**src/rtl/icetap_pkg.sv**
```systemverilog
// ---------------------------------------------------------------------------
// icetap_pkg
//
// Shared definitions for the icetap SPI-to-scan-chain bridge.
//   state_e            : bridge transaction FSM states
//   CHAIN_CMD ..       : well-known chain addresses used by the icetap core
// ---------------------------------------------------------------------------
package icetap_pkg;

    // Transaction phases: waiting for select, shifting in the chain
    // address, then streaming payload bits through the selected chain.
    typedef enum logic [1:0] {
        IDLE    = 2'd0,
        ADDR    = 2'd1,
        PAYLOAD = 2'd2
    } state_e;

    // Chain map of the icetap logic analyser.
    localparam int CHAIN_CMD          = 0;
    localparam int CHAIN_STATUS       = 1;
    localparam int CHAIN_DATA         = 2;
    localparam int CHAIN_STORE_MASK   = 3;
    localparam int CHAIN_TRIGGER_MASK = 4;

endpackage : icetap_pkg

```
**src/rtl/icetap_sync_edge.sv**
```systemverilog
// ---------------------------------------------------------------------------
// icetap_sync_edge
//
// Multi-stage synchroniser for one asynchronous input, plus edge detection
// against a one-cycle delayed copy of the synchronised level.
//
// Ports:
//   clk_i    : sampling clock
//   rst_ni   : asynchronous active-low reset (flops load RESET_VAL)
//   async_i  : asynchronous input
//   sync_o   : synchronised level
//   rise_o   : high for one cycle when sync_o goes 0 -> 1
//   fall_o   : high for one cycle when sync_o goes 1 -> 0
// ---------------------------------------------------------------------------
module icetap_sync_edge #(
    parameter int   STAGES    = 2,
    parameter logic RESET_VAL = 1'b0
) (
    input  logic clk_i,
    input  logic rst_ni,
    input  logic async_i,
    output logic sync_o,
    output logic rise_o,
    output logic fall_o
);

    logic [STAGES-1:0] sync_q;
    logic [STAGES-1:0] sync_d;
    logic              prev_q;

    assign sync_d = {sync_q[STAGES-2:0], async_i};

    // Resetting to the idle level of the line keeps reset release from
    // looking like an edge.
    always_ff @(posedge clk_i or negedge rst_ni) begin
        if (!rst_ni) begin
            sync_q <= {STAGES{RESET_VAL}};
            prev_q <= RESET_VAL;
        end else begin
            sync_q <= sync_d;
            prev_q <= sync_q[STAGES-1];
        end
    end

    assign sync_o = sync_q[STAGES-1];
    assign rise_o = sync_o & ~prev_q;
    assign fall_o = ~sync_o & prev_q;

endmodule : icetap_sync_edge

```
**src/rtl/icetap_spi_bridge.sv**
```systemverilog
// ---------------------------------------------------------------------------
// icetap_spi_bridge
//
// SPI slave that oversamples the SPI bus in the scan_clk domain, decodes an
// ADDR_W-bit chain address (MSB first) and then drives the addressed scan
// chain with capture / shift / update strobes. Supports all four SPI modes
// through CPOL/CPHA.
//
// Ports:
//   scan_clk          : sole clock, >= 4x spi_clk
//   scan_reset_       : asynchronous active-low reset
//   spi_clk/ss_/mosi  : asynchronous SPI inputs
//   spi_miso          : registered SPI data out
//   chain_capture     : one-cycle pulse, load parallel data into chain
//   chain_shift_ena   : one-cycle pulse per payload sample edge
//   chain_shift_data  : synchronised MOSI bit accompanying chain_shift_ena
//   chain_update      : one-cycle pulse at the end of a payload transaction
//   chain_shift_out   : serial output of each chain, source for MISO
//   bad_addr          : sticky, last decoded address was out of range
//   xfer_len          : payload bit count of the last completed transaction
// ---------------------------------------------------------------------------
module icetap_spi_bridge
    import icetap_pkg::*;
#(
    parameter int NUM_CHAINS  = 5,
    parameter int ADDR_W      = 8,
    parameter int CPOL        = 0,
    parameter int CPHA        = 0,
    parameter int SYNC_STAGES = 2,
    parameter int CNT_W       = 16
) (
    input  logic                  scan_clk,
    input  logic                  scan_reset_,
    input  logic                  spi_clk,
    input  logic                  spi_ss_,
    input  logic                  spi_mosi,
    output logic                  spi_miso,
    output logic [NUM_CHAINS-1:0] chain_capture,
    output logic [NUM_CHAINS-1:0] chain_shift_ena,
    output logic                  chain_shift_data,
    output logic [NUM_CHAINS-1:0] chain_update,
    input  logic [NUM_CHAINS-1:0] chain_shift_out,
    output logic                  bad_addr,
    output logic [CNT_W-1:0]      xfer_len
);

    localparam int                BCNT_W   = $clog2(ADDR_W + 1);
    localparam logic [BCNT_W-1:0] LAST_BIT = BCNT_W'(ADDR_W - 1);

    // Synchronised SPI signals and their edges.
    logic clk_level_unused, clk_rise, clk_fall;
    logic ss_level_unused, ss_rise, ss_fall;
    logic mosi_sync, mosi_rise_unused, mosi_fall_unused;

    // Edge classification derived from CPOL/CPHA.
    logic lead_edge, trail_edge, sample_edge, launch_edge;

    // Address decode.
    logic [ADDR_W-1:0]     addr_shift;
    logic [NUM_CHAINS-1:0] sel_cur;
    logic [NUM_CHAINS-1:0] sel_new;
    logic                  addr_valid;
    logic                  miso_bit;

    // FSM and registered outputs.
    state_e                state_q;
    logic [ADDR_W-1:0]     addr_q;
    logic [BCNT_W-1:0]     bit_cnt_q;
    logic [CNT_W-1:0]      pay_cnt_q;
    logic [NUM_CHAINS-1:0] capture_q;
    logic [NUM_CHAINS-1:0] shift_ena_q;
    logic                  shift_data_q;
    logic [NUM_CHAINS-1:0] update_q;
    logic                  miso_q;
    logic                  bad_addr_q;
    logic [CNT_W-1:0]      xfer_len_q;

    // spi_clk idles at CPOL, so its synchroniser resets there.
    icetap_sync_edge #(
        .STAGES    (SYNC_STAGES),
        .RESET_VAL (CPOL != 0)
    ) u_sync_clk (
        .clk_i   (scan_clk),
        .rst_ni  (scan_reset_),
        .async_i (spi_clk),
        .sync_o  (clk_level_unused),
        .rise_o  (clk_rise),
        .fall_o  (clk_fall)
    );

    icetap_sync_edge #(
        .STAGES    (SYNC_STAGES),
        .RESET_VAL (1'b1)
    ) u_sync_ss (
        .clk_i   (scan_clk),
        .rst_ni  (scan_reset_),
        .async_i (spi_ss_),
        .sync_o  (ss_level_unused),
        .rise_o  (ss_rise),
        .fall_o  (ss_fall)
    );

    // MOSI goes through the same depth as spi_clk so that the bit seen at
    // a detected clock edge is the one the master set up for that edge.
    icetap_sync_edge #(
        .STAGES    (SYNC_STAGES),
        .RESET_VAL (1'b0)
    ) u_sync_mosi (
        .clk_i   (scan_clk),
        .rst_ni  (scan_reset_),
        .async_i (spi_mosi),
        .sync_o  (mosi_sync),
        .rise_o  (mosi_rise_unused),
        .fall_o  (mosi_fall_unused)
    );

    // The leading edge moves the clock away from its idle level; the
    // sample edge is the leading one in CPHA=0 modes and the trailing one
    // otherwise, and data is launched on whichever edge is left.
    always_comb begin
        if (CPOL == 0) begin
            lead_edge  = clk_rise;
            trail_edge = clk_fall;
        end else begin
            lead_edge  = clk_fall;
            trail_edge = clk_rise;
        end
        if (CPHA == 0) begin
            sample_edge = lead_edge;
            launch_edge = trail_edge;
        end else begin
            sample_edge = trail_edge;
            launch_edge = lead_edge;
        end
    end

    // One-hot chain selects for the current address and for the address
    // as it will be once the current MOSI bit is shifted in. An
    // out-of-range address decodes to all zeros, which doubles as the
    // validity flag.
    always_comb begin
        addr_shift = ADDR_W'({addr_q, mosi_sync});
        sel_cur    = '0;
        sel_new    = '0;
        for (int i = 0; i < NUM_CHAINS; i++) begin
            if (addr_q == ADDR_W'(i)) begin
                sel_cur[i] = 1'b1;
            end
            if (addr_shift == ADDR_W'(i)) begin
                sel_new[i] = 1'b1;
            end
        end
    end

    assign addr_valid = |sel_cur;
    assign miso_bit   = |(sel_cur & chain_shift_out);

    // Transaction FSM. All strobes default to zero each cycle so that they
    // are single-cycle pulses. A select release takes priority over any
    // clock edge detected in the same cycle.
    always_ff @(posedge scan_clk or negedge scan_reset_) begin
        if (!scan_reset_) begin
            state_q      <= IDLE;
            addr_q       <= '0;
            bit_cnt_q    <= '0;
            pay_cnt_q    <= '0;
            capture_q    <= '0;
            shift_ena_q  <= '0;
            shift_data_q <= 1'b0;
            update_q     <= '0;
            miso_q       <= 1'b0;
            bad_addr_q   <= 1'b0;
            xfer_len_q   <= '0;
        end else begin
            capture_q    <= '0;
            shift_ena_q  <= '0;
            shift_data_q <= 1'b0;
            update_q     <= '0;

            case (state_q)
                IDLE: begin
                    if (ss_fall) begin
                        state_q    <= ADDR;
                        addr_q     <= '0;
                        bit_cnt_q  <= '0;
                        pay_cnt_q  <= '0;
                        bad_addr_q <= 1'b0;
                    end
                end

                ADDR: begin
                    if (ss_rise) begin
                        state_q <= IDLE;
                        miso_q  <= 1'b0;
                    end else if (sample_edge) begin
                        addr_q    <= addr_shift;
                        bit_cnt_q <= bit_cnt_q + 1'b1;
                        if (bit_cnt_q == LAST_BIT) begin
                            state_q <= PAYLOAD;
                            if (|sel_new) begin
                                capture_q <= sel_new;
                            end else begin
                                bad_addr_q <= 1'b1;
                            end
                        end
                    end
                end

                PAYLOAD: begin
                    if (ss_rise) begin
                        state_q    <= IDLE;
                        miso_q     <= 1'b0;
                        xfer_len_q <= pay_cnt_q;
                        if (addr_valid && (pay_cnt_q != '0)) begin
                            update_q <= sel_cur;
                        end
                    end else begin
                        // Bits are counted even for a bad address so that
                        // xfer_len reflects what the master actually sent.
                        if (sample_edge) begin
                            if (addr_valid) begin
                                shift_ena_q  <= sel_cur;
                                shift_data_q <= mosi_sync;
                            end
                            if (pay_cnt_q != {CNT_W{1'b1}}) begin
                                pay_cnt_q <= pay_cnt_q + 1'b1;
                            end
                        end
                        if (launch_edge) begin
                            miso_q <= addr_valid ? miso_bit : 1'b0;
                        end
                    end
                end

                default: begin
                    state_q <= IDLE;
                end
            endcase
        end
    end

    assign spi_miso         = miso_q;
    assign chain_capture    = capture_q;
    assign chain_shift_ena  = shift_ena_q;
    assign chain_shift_data = shift_data_q;
    assign chain_update     = update_q;
    assign bad_addr         = bad_addr_q;
    assign xfer_len         = xfer_len_q;

endmodule : icetap_spi_bridge

```
**config.mk**
```make
export PLATFORM = sky130hd
export DESIGN_NAME = icetap_spi_bridge
export DESIGN_NICKNAME = d
export VERILOG_FILES = /design/src/rtl/icetap_pkg.sv /design/src/rtl/icetap_sync_edge.sv /design/src/rtl/icetap_spi_bridge.sv
export SDC_FILE = /design/constraint.sdc
export NUM_CORES = 1
export LEC_CHECK = 0
export ABC_AREA = 1
export ABC_CLOCK_PERIOD_IN_PS = 2200
export CELL_PAD_IN_SITES_DETAIL_PLACEMENT = 0
export CELL_PAD_IN_SITES_GLOBAL_PLACEMENT = 1
export CORE_MARGIN = 4
export CORE_UTILIZATION = 41
export CTS_CLUSTER_SIZE = 14
export DETAILED_ROUTE_END_ITERATION = 10
export PLACE_DENSITY = 0.8
export REMOVE_ABC_BUFFERS = 1
export SKIP_CTS_REPAIR_TIMING = 1
export SLEW_MARGIN = 25
export SYNTH_ARGS = -nofsm -noshare
export SYNTH_HDL_FRONTEND = slang
export SYNTH_SLANG_ARGS = --single-unit
export TNS_END_PERCENT = 50
```
**constraint.sdc**
```tcl
create_clock -name scan_clk -period 2.2 [get_ports scan_clk]
set_input_delay 0.44 -clock scan_clk [delete_from_list [all_inputs] [get_ports scan_clk]]
set_output_delay 0.44 -clock scan_clk [all_outputs]
set_load 0.005 [all_outputs]
```
==> results of run 1 <==
==> registers in the layout, indices dropped and copies added, names as in the netlist, 2 cells and up <==
| register | count |
|---|---|
| addr_q | 8 |
| u_sync_mosi.sync_q | 2 |
| chain_update | 5 |
| chain_shift_ena | 5 |
| u_sync_ss.sync_q | 2 |
| pay_cnt_q | 16 |
| bit_cnt_q | 4 |
| state_q | 2 |
| chain_capture | 5 |
| xfer_len | 16 |
| u_sync_clk.sync_q | 2 |
==> metrics by stage <==
stage | instance area [um2] | worst slack (ns) | utilization | instances
final | 4140 | 0.425 | 0.528 | 567
after global routing | 4140 | 0.209 | 0.528 | 567
after CTS | 4140 | 0.414 | 0.528 | 567
after detailed placement | 3900 | 0.436 | 0.497 | 551
after global placement | 3900 | 0.484 | 0.497 | 551
after floorplan | 3300 | 0.416 | - | 401
==> kinds of logic (layout without fill, tap and decap cells) <==
logic type               after synthesis  after routing  synth area share
adder cells (fa/ha/maj)                3              3            0.0112
AO/OA/AOI/OAI                         47             47            0.0755
AND/OR/NAND/NOR                      229            229             0.294
flip-flops                            72             72             0.540
XOR/XNOR                               6              6            0.0157
buffers and inverters                 53            108            0.0639
==> final cells by class <==
| class | count | area, um2 |
|---|---|---|
| timing repair buffer | 48 | 475 |
| multi-input combinational | 285 | 1330 |
| fill | 747 | 3700 |
| clock buffer | 10 | 128 |
| sequential | 72 | 1810 |
| clock inverter | 6 | 115 |
| inverter | 44 | 165 |
| tap | 102 | 128 |
==> path summary, 6_finish.rpt <==
kind	from	to	depth (start not counted)
worst max register to register	u_sync_ss.prev_q	pay_cnt_q[5]	8
worst min register to register	u_sync_clk.sync_q[0]	u_sync_clk.sync_q[1]	0
worst max-delay path	u_sync_ss.prev_q	pay_cnt_q[5]	8
worst min-delay path	scan_reset_	xfer_len[0]	2
min in group scan_clk	u_sync_clk.sync_q[0]	u_sync_clk.sync_q[1]	0
max in group asynchronous	scan_reset_	u_sync_ss.prev_q	2
==> routing by layer <==
layer | vias to the layer above | global-route usage | share of wire
met2 | 63 | 0.252 | 0.47
met5 | - | 0 | 0
met3 | 8 | 0.0329 | 0.047
met4 | 0 | 0.0567 | 0.010
li1 | 1425 | - | -
met1 | 1255 | 0.236 | 0.47
==> critical path: stages, from the launching register on <==
cell and delay, ns:
dfstp_2 0.53, inv_1 0.05, nand2_1 0.17, nor2_1 0.10, inv_2 0.07, nand3_2 0.09
nor2_2 0.47, nand3_1 0.14, nand2_1 0.08
==> cell usage in the layout, fill, tap and decap left out, types with 2 or more instances in the layout <==
cell,instances
o21ai_1,5
nor3b_1,4
a21oi_1,4
inv_1,39
xor2_1,6
bufinv_16,3
clkdlybuf4s50_1,42
nand2_1,112
nand4_1,9
dfrtp_1,69
nor2_2,4
inv_2,5
o21ai_0,31
nor4_1,2
ha_1,3
nor3_1,5
clkbuf_8,9
buf_4,4
nand3_1,39
nor2_1,51
dfstp_2,3
o22ai_1,2
==> power groups by stage <==
stage	Combinational [mW]	Clock [mW]	Sequential, mW
6_report	0.818	1.26	1.49
5_1_grt	0.938	1.36	1.51
4_1_cts	0.827	1.29	1.49
3_5_place_dp	0.823	0	1.52
3_3_place_gp	0.815	0	1.51
2_1_floorplan	0.520	0	1.50
==> tab_implementation.tex, run 1 <==
\begin{tabular}{lr}
\hline
Metric & Value \\
\hline
\multicolumn{2}{l}{\textbf{Routing}} \\
Average routed wire per standard cell & 13.2 um \\
DRC & 0 \\
Total length of routed wires & 7.50 mm \\
Ratio of routed vias to standard cells & 4.85 \\
Total vias in the final route & 2751 \\
First drt pass iteration count & 5 \\
Initial DRC Count & 123 \\
Antenna Nets Post-Route & 0 \\
\multicolumn{2}{l}{\textbf{Timing}} \\
Transition at the pin with the smallest max-transition slack & 0.547 ns \\
Total Negative Setup Slacks & 0 ns \\
Setup violation total in the final timing report & 0 \\
Worst slew margin & 0.635 \\
Max Slew Vio Count & 0 \\
Share of the clock period used by the worst path after layout & 0.807 \\
RSZ-0062 raised after global routing & false \\
Post-layout min period & 1.77 ns \\
Post-Route Skew & 0.0135 ns \\
Max Clk Rate & 564 MHz \\
Hold slack & 0.0891 ns \\
Count of final hold-check violations & 0 \\
\multicolumn{2}{l}{\textbf{CTS}} \\
Clk\_lat worst skew & 0.35 ns \\
CTS H-tree lvls & 3 \\
TritonCTS buffer count & 9 \\
Num Clock Sinks & 72 \\
Buffer depth of the longest clock path & 2 \\
Clock root buffer & clkbuf\_8 \\
TritonCTS clock tree & yes \\
Clock transition time at the flip-flop clock pins of the worst setup and hold paths & 0.08 ns \\
\multicolumn{2}{l}{\textbf{Power and ir drop}} \\
Leak Pwr & 1.88 nW \\
Fraction of power spent switching nets & 0.320 \\
Power share of the combinational group & 0.229 \\
Power per cell area & 861 nW/um2 \\
Internal power of the cells & 2.42 mW \\
Final Total Pwr & 3.57 mW \\
Max VDD drop & 0.612 mV \\
Sequential cell fraction of total power & 0.418 \\
Clk network pwr share & 0.353 \\
Net switching power & 1.14 mW \\
\multicolumn{2}{l}{\textbf{Setup path}} \\
Arrival time at the worst endpoint & 2.05 ns \\
Slack of the worst reg-to-reg path & 0.43 ns \\
Critical Setup Path Class & reg2reg \\
Max FO, Critical Path & 13 \\
Critical Path End Type & flip-flop \\
Required time of the critical path & 2.47 ns \\
Type of element launching the critical path & flip-flop \\
\multicolumn{2}{l}{\textbf{Place}} \\
Placed wire-length estimate & 5.47 mm \\
GPL Wtd Cong & 0.889 \\
IO buf count & 43 \\
\multicolumn{2}{l}{\textbf{Yosys}} \\
Cell types occupying the most area after synthesis & dfrtp\_1, nand2\_1, nand3\_1 \\
EDFF count, synth & 0 \\
Most common cell in the netlist & nand2\_1 \\
Post-synthesis sequential element count & 72 \\
Number of different library cells in the post-synthesis netlist & 30 \\
Cell types with the highest counts after synthesis & nand2\_1, dfrtp\_1, nor2\_1 \\
Ys async rst share & 1.00 \\
Sequential-to-total area share from yosys stat & 0.540 \\
Cell accounting for the most synthesized area & dfrtp\_1 \\
Count of synthesis-stage warnings from yosys & 0 \\
Post-synthesis instance area & 3350 um2 \\
Synthesized area per cell & 8.16 um2 \\
Dominant register cell in the synthesized netlist & dfrtp\_1 \\
Cells after Synth & 410 \\
Fraction of synthesized cell area taken by the top area cell type & 0.516 \\
\multicolumn{2}{l}{\textbf{Final layout}} \\
NumNets Final & 473 \\
Proportion of layout cells with a drive suffix above 1 & 0.0796 \\
Area growth syn-to-layout & 23.8\% \\
Number of antenna diodes & 0 \\
\multicolumn{2}{l}{\textbf{Floorplanning}} \\
Initial standard-cell utilization of the core & 0.426 \\
Die X-Extent & 98.3 um \\
Total die area & 9670 um2 \\
Overall die height & 98.3 um \\
Standard cell core area & 7850 um2 \\
Top-level I/O count & 44 \\
FP Rows & 32 \\
\multicolumn{2}{l}{\textbf{Global routing}} \\
Number of global-route vias before repair & 2586 \\
Tot GR Track Use & 0.165 \\
Global-route wire length before repair & 12.8 mm \\
Global-route congestion overflow total & 0 \\
Maximum number of pins on one net before global-route repair & 73 \\
Number of antenna violations at the first check in global routing & 0 \\
\multicolumn{2}{l}{\textbf{Run}} \\
Number of violations of the max-capacitance limit & 0 \\
\multicolumn{2}{l}{\textbf{Worst hold path}} \\
Min-Delay Path Class & in2async \\
\multicolumn{2}{l}{\textbf{Status}} \\
Status & finished clean \\
\hline
\end{tabular}
Power figures use the tool's default switching activity.
==> run 2, diff against run 1 <==
--- a/config.mk
+++ b/config.mk
@@ -6,14 +6,14 @@
 export NUM_CORES = 1
 export LEC_CHECK = 0
 export ABC_AREA = 1
-export ABC_CLOCK_PERIOD_IN_PS = 2200
+export ABC_CLOCK_PERIOD_IN_PS = 1600
 export CELL_PAD_IN_SITES_DETAIL_PLACEMENT = 0
 export CELL_PAD_IN_SITES_GLOBAL_PLACEMENT = 1
 export CORE_MARGIN = 4
-export CORE_UTILIZATION = 41
+export CORE_UTILIZATION = 37
 export CTS_CLUSTER_SIZE = 14
 export DETAILED_ROUTE_END_ITERATION = 10
-export PLACE_DENSITY = 0.8
+export PLACE_DENSITY = 0.76
 export REMOVE_ABC_BUFFERS = 1
 export SKIP_CTS_REPAIR_TIMING = 1
 export SLEW_MARGIN = 25
==> constraint.sdc (replaced) <==
create_clock -name scan_clk -period 1.6 [get_ports scan_clk]
set_input_delay 0.32 -clock scan_clk [delete_from_list [all_inputs] [get_ports scan_clk]]
set_output_delay 0.32 -clock scan_clk [all_outputs]
set_load 0.005 [all_outputs]
==> run 2 against run 1 <==
Sequential cell count is the same. Clock-buffer cell count is the same. Core utilization decreased by 3.5 points. Clock skew is 0.0015 ns higher. Non-clock buffer count rose by 18. Total power grew 35%. Sequential power grew 38%. Largest power group unchanged.
==> tab_implementation.tex, run 2 (synthesis results as in run 1) <==
\begin{tabular}{lr}
\hline
Metric & Value \\
\hline
\multicolumn{2}{l}{\textbf{Place}} \\
IO buf count & 43 (unchanged) \\
GPL Wtd Cong & 0.854 (-4.0\%) \\
Area post-placement & 4030 um2 (+3.4\%) \\
Placed wire-length estimate & 5.80 mm (+6.1\%) \\
Number of placed instances, taps included & 572 (+3.8\%) \\
\multicolumn{2}{l}{\textbf{Worst hold path}} \\
Min-Delay Path Class & reg2reg \\
Worst Hold Path EP & u\_sync\_clk.sync\_q[1] \\
Hold-critical path depth & 0 \\
Hold\_sp & u\_sync\_clk.sync\_q[0] \\
\multicolumn{2}{l}{\textbf{Routing}} \\
Total length of routed wires & 8.25 mm (+10\%) \\
Total vias in the final route & 2934 (+6.7\%) \\
DRC & 0 (unchanged) \\
Average routed wire per standard cell & 13.9 um (+5.2\%) \\
First drt pass iteration count & 4 (-1) \\
Antenna Nets Post-Route & 0 (unchanged) \\
Ratio of routed vias to standard cells & 4.95 (+2.0\%) \\
Initial DRC Count & 103 (-16\%) \\
\multicolumn{2}{l}{\textbf{CTS}} \\
Buffer depth of the longest clock path & 2 (unchanged) \\
Clock root buffer & clkbuf\_8 \\
Clk\_lat worst skew & 0.35 ns (about the same) \\
Clock transition time at the flip-flop clock pins of the worst setup and hold paths & 0.08 ns (about the same) \\
CTS H-tree lvls & 3 (unchanged) \\
TritonCTS clock tree & yes \\
Num Clock Sinks & 72 (unchanged) \\
TritonCTS buffer count & 9 (unchanged) \\
\multicolumn{2}{l}{\textbf{Timing}} \\
Setup violation total in the final timing report & 0 (unchanged) \\
Total Negative Setup Slacks & 0 ns (unchanged) \\
Share of the clock period used by the worst path after layout & 0.965 (+0.158) \\
Max Slew Vio Count & 0 (unchanged) \\
Worst slew margin & 0.737 (+0.101) \\
Transition at the pin with the smallest max-transition slack & 0.395 ns (-0.152 ns) \\
Post-Route Skew & 0.0150 ns (+0.00153 ns) \\
Max Clk Rate & 648 MHz (+15\%) \\
Post-layout min period & 1.54 ns (-0.231 ns) \\
Count of final hold-check violations & 0 (unchanged) \\
RSZ-0062 raised after global routing & true \\
\multicolumn{2}{l}{\textbf{Power and ir drop}} \\
Max VDD drop & 0.506 mV (-17\%) \\
Leak Pwr & 2.00 nW (+6.1\%) \\
Final Total Pwr & 4.83 mW (+35\%) \\
Power per cell area & 1120 nW/um2 (+30\%) \\
\multicolumn{2}{l}{\textbf{Setup path}} \\
Slack of the worst reg-to-reg path & 0.06 ns (-0.37 ns) \\
Critical Setup Path Class & reg2reg \\
CP dominant cell by count & nand2\_1 \\
Critical-path top delay cell & dfstp\_2 \\
Max FO, Critical Path & 5 (-8) \\
Required time of the critical path & 1.89 ns (-0.58 ns) \\
Arrival time at the worst endpoint & 1.83 ns (-0.22 ns) \\
Crit Reg-Reg Endpoint & spi\_miso \\
Cell family contributing the most delay on the critical path & simple AND/OR/NAND/NOR gates \\
Cells traversed along the worst timing path & inv\_1 -> nand2\_2 -> buf\_4 -> nand2\_1 -> nor3\_1 -> nand2\_1 -> o21bai\_1 -> nand2\_1 \\
Critical Path End Type & flip-flop \\
Largest stage delay on the critical path & 0.53 ns (about the same) \\
Count of buffering cells on the critical path with inverters included & 2 (unchanged) \\
Logic depth of the worst register-to-register path & 8 (unchanged) \\
Launch point of the worst reg-to-reg path & u\_sync\_ss.prev\_q \\
Type of element launching the critical path & flip-flop \\
\multicolumn{2}{l}{\textbf{Floorplanning}} \\
Total die area & 10600 um2 (+9.9\%) \\
Top-level I/O count & 44 (unchanged) \\
Standard cell core area & 8760 um2 (+12\%) \\
FP Rows & 34 (+6.3\%) \\
Overall die height & 103 um (+4.8\%) \\
Die X-Extent & 103 um (+4.8\%) \\
Initial standard-cell utilization of the core & 0.382 (-0.0446) \\
\multicolumn{2}{l}{\textbf{Final layout}} \\
Area growth syn-to-layout & 29.0\% \\
Proportion of layout cells with a drive suffix above 1 & 0.134 (+0.0545) \\
Most common cell after layout, fill and taps aside & nand2\_1 \\
Number of antenna diodes & 0 (unchanged) \\
Commonest cells after routing, fill and taps aside & nand2\_1, dfrtp\_1, nor2\_1 \\
Final non-filler cell area & 4320 um2 (+4.2\%) \\
NumNets Final & 493 (+4.2\%) \\
Non-filler cells in the finished layout & 593 (+4.6\%) \\
\multicolumn{2}{l}{\textbf{Status}} \\
Status & finished clean \\
\multicolumn{2}{l}{\textbf{Global routing}} \\
Number of global-route vias before repair & 2818 (+9.0\%) \\
Maximum number of pins on one net before global-route repair & 73 (unchanged) \\
Number of antenna violations at the first check in global routing & 0 (unchanged) \\
Tot GR Track Use & 0.165 (-0.000288) \\
Global-route congestion overflow total & 0 (unchanged) \\
Global-route wire length before repair & 13.5 mm (+5.5\%) \\
\multicolumn{2}{l}{\textbf{Run}} \\
Number of violations of the max-capacitance limit & 0 (unchanged) \\
\hline
\end{tabular}
-- run 2: per-layer routing --
layer	global-route usage	part of all wire
met5	0	0
met4	0.0518	0.017
met3	0.0447	0.035
met2	0.281	0.49
met1	0.203	0.46
-- run 2: area by class of cell --
type | count | area, um2
clock buffers | 10 | 128
inverters | 44 | 168
fillers | 848 | 4450
well taps | 108 | 135
clock inverters | 6 | 67.6
repair buffers | 66 | 631
flip-flops and latches | 72 | 1810
multi-input cells | 287 | 1380
-- run 2: report_power, final --
part	internal, mW	switching, mW
clock network	0.725	0.707
logic	0.471	0.878
registers	1.93	0.112
total	3.13	1.70
-- run 2: how the worst max path moves through the flow --
| stage | from | endpoint | slack, ns | depth (start not counted) |
|---|---|---|---|---|
| 3_3_place_gp | u_sync_ss.prev_q | pay_cnt_q[2] | -0.008 | 7 |
| 6_report | u_sync_ss.prev_q | spi_miso | 0.06 | 8 |
| 4_1_cts | u_sync_ss.prev_q | pay_cnt_q[5] | -0.09 | 8 |
| 2_1_floorplan | u_sync_ss.prev_q | bad_addr | -0.18 | 6 |
| 3_5_place_dp | u_sync_ss.prev_q | pay_cnt_q[14] | -0.08 | 8 |
| 5_1_grt | pay_cnt_q[0] | pay_cnt_q[12] | -0.03 | 9 |
-- run 2: through the flow --
step	hold WS, ns	setup slack, ns	util
after floorplan	0.0244	-0.184	-
after global placement	0.338	-0.00820	0.460
after detailed placement	0.336	-0.0762	0.460
after CTS	-0.00240	-0.0873	0.482
after global routing	0.353	-0.0309	0.492
final	0.352	0.0561	0.492
==> run 3, diff against run 2 <==
--- a/config.mk
+++ b/config.mk
@@ -5,12 +5,12 @@
 export SDC_FILE = /design/constraint.sdc
 export NUM_CORES = 1
 export LEC_CHECK = 0
-export ABC_AREA = 1
+export ABC_AREA = 0
 export ABC_CLOCK_PERIOD_IN_PS = 1600
 export CELL_PAD_IN_SITES_DETAIL_PLACEMENT = 0
 export CELL_PAD_IN_SITES_GLOBAL_PLACEMENT = 1
 export CORE_MARGIN = 4
-export CORE_UTILIZATION = 37
+export CORE_UTILIZATION = 39
 export CTS_CLUSTER_SIZE = 14
 export DETAILED_ROUTE_END_ITERATION = 10
 export PLACE_DENSITY = 0.76
==> run 3 against run 2 <==
The run now ends with hold timing, setup timing left. Synthesized area is 2.4% lower. Critical path type unchanged. Sequential power is 6% lower. First-iteration DRC count is 17% lower. Via count is 5.9% lower. Worst hold slack worse by 0.37 ns. Combinational power is 63% lower. Critical path depth is 3 lower. Clock skew is 0.0042 ns lower. Non-clock buffer count is 49 higher. Sequential cell count stayed put. Global-route usage is 0.95 points higher. Wire length is 0.68% higher.
==> tab_implementation.tex, run 3 <==
\begin{tabular}{lr}
\hline
Metric & Value \\
\hline
\multicolumn{2}{l}{\textbf{Timing}} \\
Post-Route Skew & 0.0108 ns (-0.00422 ns) \\
Count of final hold-check violations & 61 (+61) \\
Max Slew Vio Count & 0 (unchanged) \\
Max Clk Rate & 524 MHz (-19\%) \\
Final worst-path setup slack & -0.307 ns (-0.363 ns) \\
Share of the clock period used by the worst path after layout & 1.19 (+0.227) \\
Hold slack & -0.0151 ns (-0.367 ns) \\
Post-layout min period & 1.91 ns (+0.363 ns) \\
Setup violation total in the final timing report & 31 (+31) \\
RSZ-0062 raised after global routing & true \\
Transition at the pin with the smallest max-transition slack & 0.492 ns (+0.0972 ns) \\
Worst slew margin & 0.671 (-0.0657) \\
\multicolumn{2}{l}{\textbf{Setup path}} \\
Required time of the critical path & 1.89 ns (about the same) \\
Type of element launching the critical path & flip-flop \\
Slack of the worst reg-to-reg path & -0.31 ns (-0.36 ns) \\
Arrival time at the worst endpoint & 2.20 ns (+0.37 ns) \\
Launch point of the worst reg-to-reg path & u\_sync\_ss.prev\_q \\
Critical-path top delay cell & dfstp\_2 \\
Cells traversed along the worst timing path & nor3b\_4 -> o31ai\_4 -> buf\_6 -> or4\_1 -> a21oi\_2 \\
Largest stage delay on the critical path & 0.58 ns (+0.05 ns) \\
Max FO, Critical Path & 7 (+2) \\
Logic depth of the worst register-to-register path & 5 (-3) \\
Crit Reg-Reg Endpoint & pay\_cnt\_q[10] \\
Critical Setup Path Class & reg2reg \\
Critical Path End Type & flip-flop \\
\multicolumn{2}{l}{\textbf{Global routing}} \\
Met2 track demand over resource & 0.294 (+0.0137) \\
Maximum number of pins on one net before global-route repair & 73 (unchanged) \\
Met3 routing resource usage after global routing & 0.0386 (-0.00609) \\
Number of antenna violations at the first check in global routing & 0 (unchanged) \\
Global-route wire length before repair & 13.7 mm (+0.82\%) \\
GRT met1 Usage & 0.211 (+0.00805) \\
Busiest metal layer after global routing & met2 \\
Number of global-route vias before repair & 2855 (+1.3\%) \\
Tot GR Track Use & 0.174 (+0.00949) \\
Global-route congestion overflow total & 0 (unchanged) \\
\multicolumn{2}{l}{\textbf{Status}} \\
Status & complete, but fails checks \\
Violations in the final reports & hold timing, setup timing \\
\multicolumn{2}{l}{\textbf{Floorplanning}} \\
Top-level I/O count & 44 (unchanged) \\
Overall die height & 99.5 um (-3.5\%) \\
FP Rows & 33 (-2.9\%) \\
Total die area & 9910 um2 (-6.8\%) \\
Standard cell core area & 8180 um2 (-6.7\%) \\
Die X-Extent & 99.5 um (-3.5\%) \\
Initial standard-cell utilization of the core & 0.400 (+0.0178) \\
\multicolumn{2}{l}{\textbf{Power and ir drop}} \\
Max VDD drop & 0.452 mV (-11\%) \\
Fraction of power spent switching nets & 0.292 (-0.0594) \\
Power per cell area & 785 nW/um2 (-30\%) \\
Net switching power & 1.11 mW (-35\%) \\
Internal power of the cells & 2.68 mW (-14\%) \\
Clk network pwr share & 0.359 (+0.062) \\
Leak Pwr & 2.09 nW (+4.5\%) \\
Final Total Pwr & 3.79 mW (-21\%) \\
Power share of the combinational group & 0.132 (-0.147) \\
Sequential cell fraction of total power & 0.508 (+0.084) \\
\multicolumn{2}{l}{\textbf{Routing}} \\
Initial DRC Count & 86 (-17\%) \\
First drt pass iteration count & 4 (unchanged) \\
Total vias in the final route & 2760 (-5.9\%) \\
Average routed wire per standard cell & 15.9 um (+14\%) \\
Ratio of routed vias to standard cells & 5.28 (+6.7\%) \\
Total length of routed wires & 8.31 mm (+0.68\%) \\
DRC & 0 (unchanged) \\
Antenna Nets Post-Route & 0 (unchanged) \\
\multicolumn{2}{l}{\textbf{Yosys}} \\
Share of synthesized cell area in full adder, half adder and majority cells & 0.0115 (+0.000271) \\
Multiplexer area fraction after synthesis & 0.0957 (+0.0957) \\
Synthesized area per cell & 10.9 um2 (+33\%) \\
Dominant register cell in the synthesized netlist & dfrtp\_1 \\
EDFF count, synth & 0 (unchanged) \\
Sequential-to-total area share from yosys stat & 0.553 (+0.0130) \\
Post-synthesis sequential element count & 72 (unchanged) \\
Fraction of synthesized cell area taken by the top area cell type & 0.529 (+0.0125) \\
Simple-gate area share of the yosys netlist & 0.196 (-0.0975) \\
Number of different library cells in the post-synthesis netlist & 43 (+43\%) \\
Cell types with the highest counts after synthesis & dfrtp\_1, nand2\_1, o21ai\_0 \\
Post-synthesis instance area & 3270 um2 (-2.4\%) \\
Cells after Synth & 300 (-27\%) \\
Most common cell in the netlist & dfrtp\_1 \\
Cell types occupying the most area after synthesis & dfrtp\_1, mux2\_2, mux2i\_1 \\
Combinational family with the most area after synthesis & simple AND/OR/NAND/NOR gates \\
Ys async rst share & 1.00 (unchanged) \\
Cell accounting for the most synthesized area & dfrtp\_1 \\
Synthesized-area fraction occupied by ao, oa, aoi and oai cells & 0.121 (+0.0459) \\
Parity-gate share of the synthesized area counting xor and xnor cells & 0 (-0.0157) \\
Count of synthesis-stage warnings from yosys & 0 (unchanged) \\
\multicolumn{2}{l}{\textbf{CTS}} \\
Clock transition time at the flip-flop clock pins of the worst setup and hold paths & 0.08 ns (about the same) \\
Clock root buffer & clkbuf\_8 \\
TritonCTS buffer count & 9 (unchanged) \\
CTS H-tree lvls & 3 (unchanged) \\
Clk\_lat worst skew & 0.36 ns (about the same) \\
TritonCTS clock tree & yes \\
Num Clock Sinks & 72 (unchanged) \\
Buffer depth of the longest clock path & 2 (unchanged) \\
\multicolumn{2}{l}{\textbf{Place}} \\
GPL Wtd Cong & 0.883 (+3.4\%) \\
Area post-placement & 4290 um2 (+6.4\%) \\
IO buf count & 43 (unchanged) \\
Worst-case setup slack after placement & -0.390 ns (-0.314 ns) \\
Placed wire-length estimate & 5.64 mm (-2.7\%) \\
Number of placed instances, taps included & 501 (-12\%) \\
\multicolumn{2}{l}{\textbf{Run}} \\
Number of violations of the max-capacitance limit & 0 (unchanged) \\
\multicolumn{2}{l}{\textbf{Final layout}} \\
Number of antenna diodes & 0 (unchanged) \\
Area growth syn-to-layout & 47.9\% \\
Commonest cells after routing, fill and taps aside & dfrtp\_1, buf\_4, clkdlybuf4s50\_1 \\
Most common cell after layout, fill and taps aside & dfrtp\_1 \\
Proportion of layout cells with a drive suffix above 1 & 0.400 (+0.266) \\
Non-filler cells in the finished layout & 523 (-12\%) \\
Final non-filler cell area & 4830 um2 (+12\%) \\
NumNets Final & 426 (-14\%) \\
\multicolumn{2}{l}{\textbf{Worst hold path}} \\
Min-Delay Path Class & in2async \\
\hline
\end{tabular}
-- run 3: worst max-delay path: cells and delay by family (launching register included) --
| kind | cells | cell delay, ns |
|---|---|---|
| DFF | 1 | 0.58 |
| buffers and inverters | 1 | 0.16 |
| AOI/OAI and AO/OA | 2 | 0.27 |
| and+or+nand+nor | 2 | 0.82 |
-- run 3: area by class of cell --
class | instances | area (um2)
Fill cell | 700 | 3340
Sequential cell | 72 | 1810
Multi-Input combinational cell | 210 | 1670
Timing Repair Buffer | 115 | 1020
Tap cell | 105 | 131
Clock buffer | 9 | 124
Clock inverter | 7 | 60.1
Inverter | 5 | 18.8
-- run 3: routing by layer --
layer | vias to the layer above | wire length [um]
met5 | - | 0
met4 | 0 | 209
met3 | 17 | 308
met2 | 52 | 4250
met1 | 1359 | 3540
li1 | 1332 | -
-- run 3: per-stage QoR --
| stage | util | hold WS (ns) | TNS [ns] |
|---|---|---|---|
| after floorplan | - | 0.0244 | -9.58 |
| after global placement | 0.525 | 0.334 | -7.47 |
| after detailed placement | 0.525 | 0.339 | -8.71 |
| after CTS | 0.547 | -0.0144 | -9.73 |
| after global routing | 0.591 | 0.00944 | -8.24 |
| final | 0.591 | -0.0151 | -4.99 |
-- run 3: how the worst max path moves through the flow --
stage,startpoint,to,slack (ns),cells past startpoint
after floorplan,state_q[1],pay_cnt_q[0],-0.37,4
after global placement,u_sync_ss.prev_q,pay_cnt_q[12],-0.34,5
after detailed placement,u_sync_ss.prev_q,pay_cnt_q[12],-0.39,5
after CTS,u_sync_ss.prev_q,pay_cnt_q[12],-0.41,5
after global routing,u_sync_ss.prev_q,pay_cnt_q[10],-0.36,5
final,u_sync_ss.prev_q,pay_cnt_q[10],-0.31,5
-- run 3: logic make-up after synthesis --
group,count (synthesis)
muxes,29
adders and majority gates,3
DFF,72
AOI/OAI and AO/OA,59
and+or+nand+nor,119
buffers and inverters,18
-- run 3: power groups by stage --
stage | Clock [mW] | Combinational [mW] | Sequential, mW
global placement | 0 | 0.403 | 1.95
detailed placement | 0 | 0.412 | 1.96
CTS | 1.41 | 0.415 | 1.92
floorplan | 0 | 0.186 | 1.95
global route | 1.49 | 0.549 | 1.94
finish | 1.36 | 0.501 | 1.93
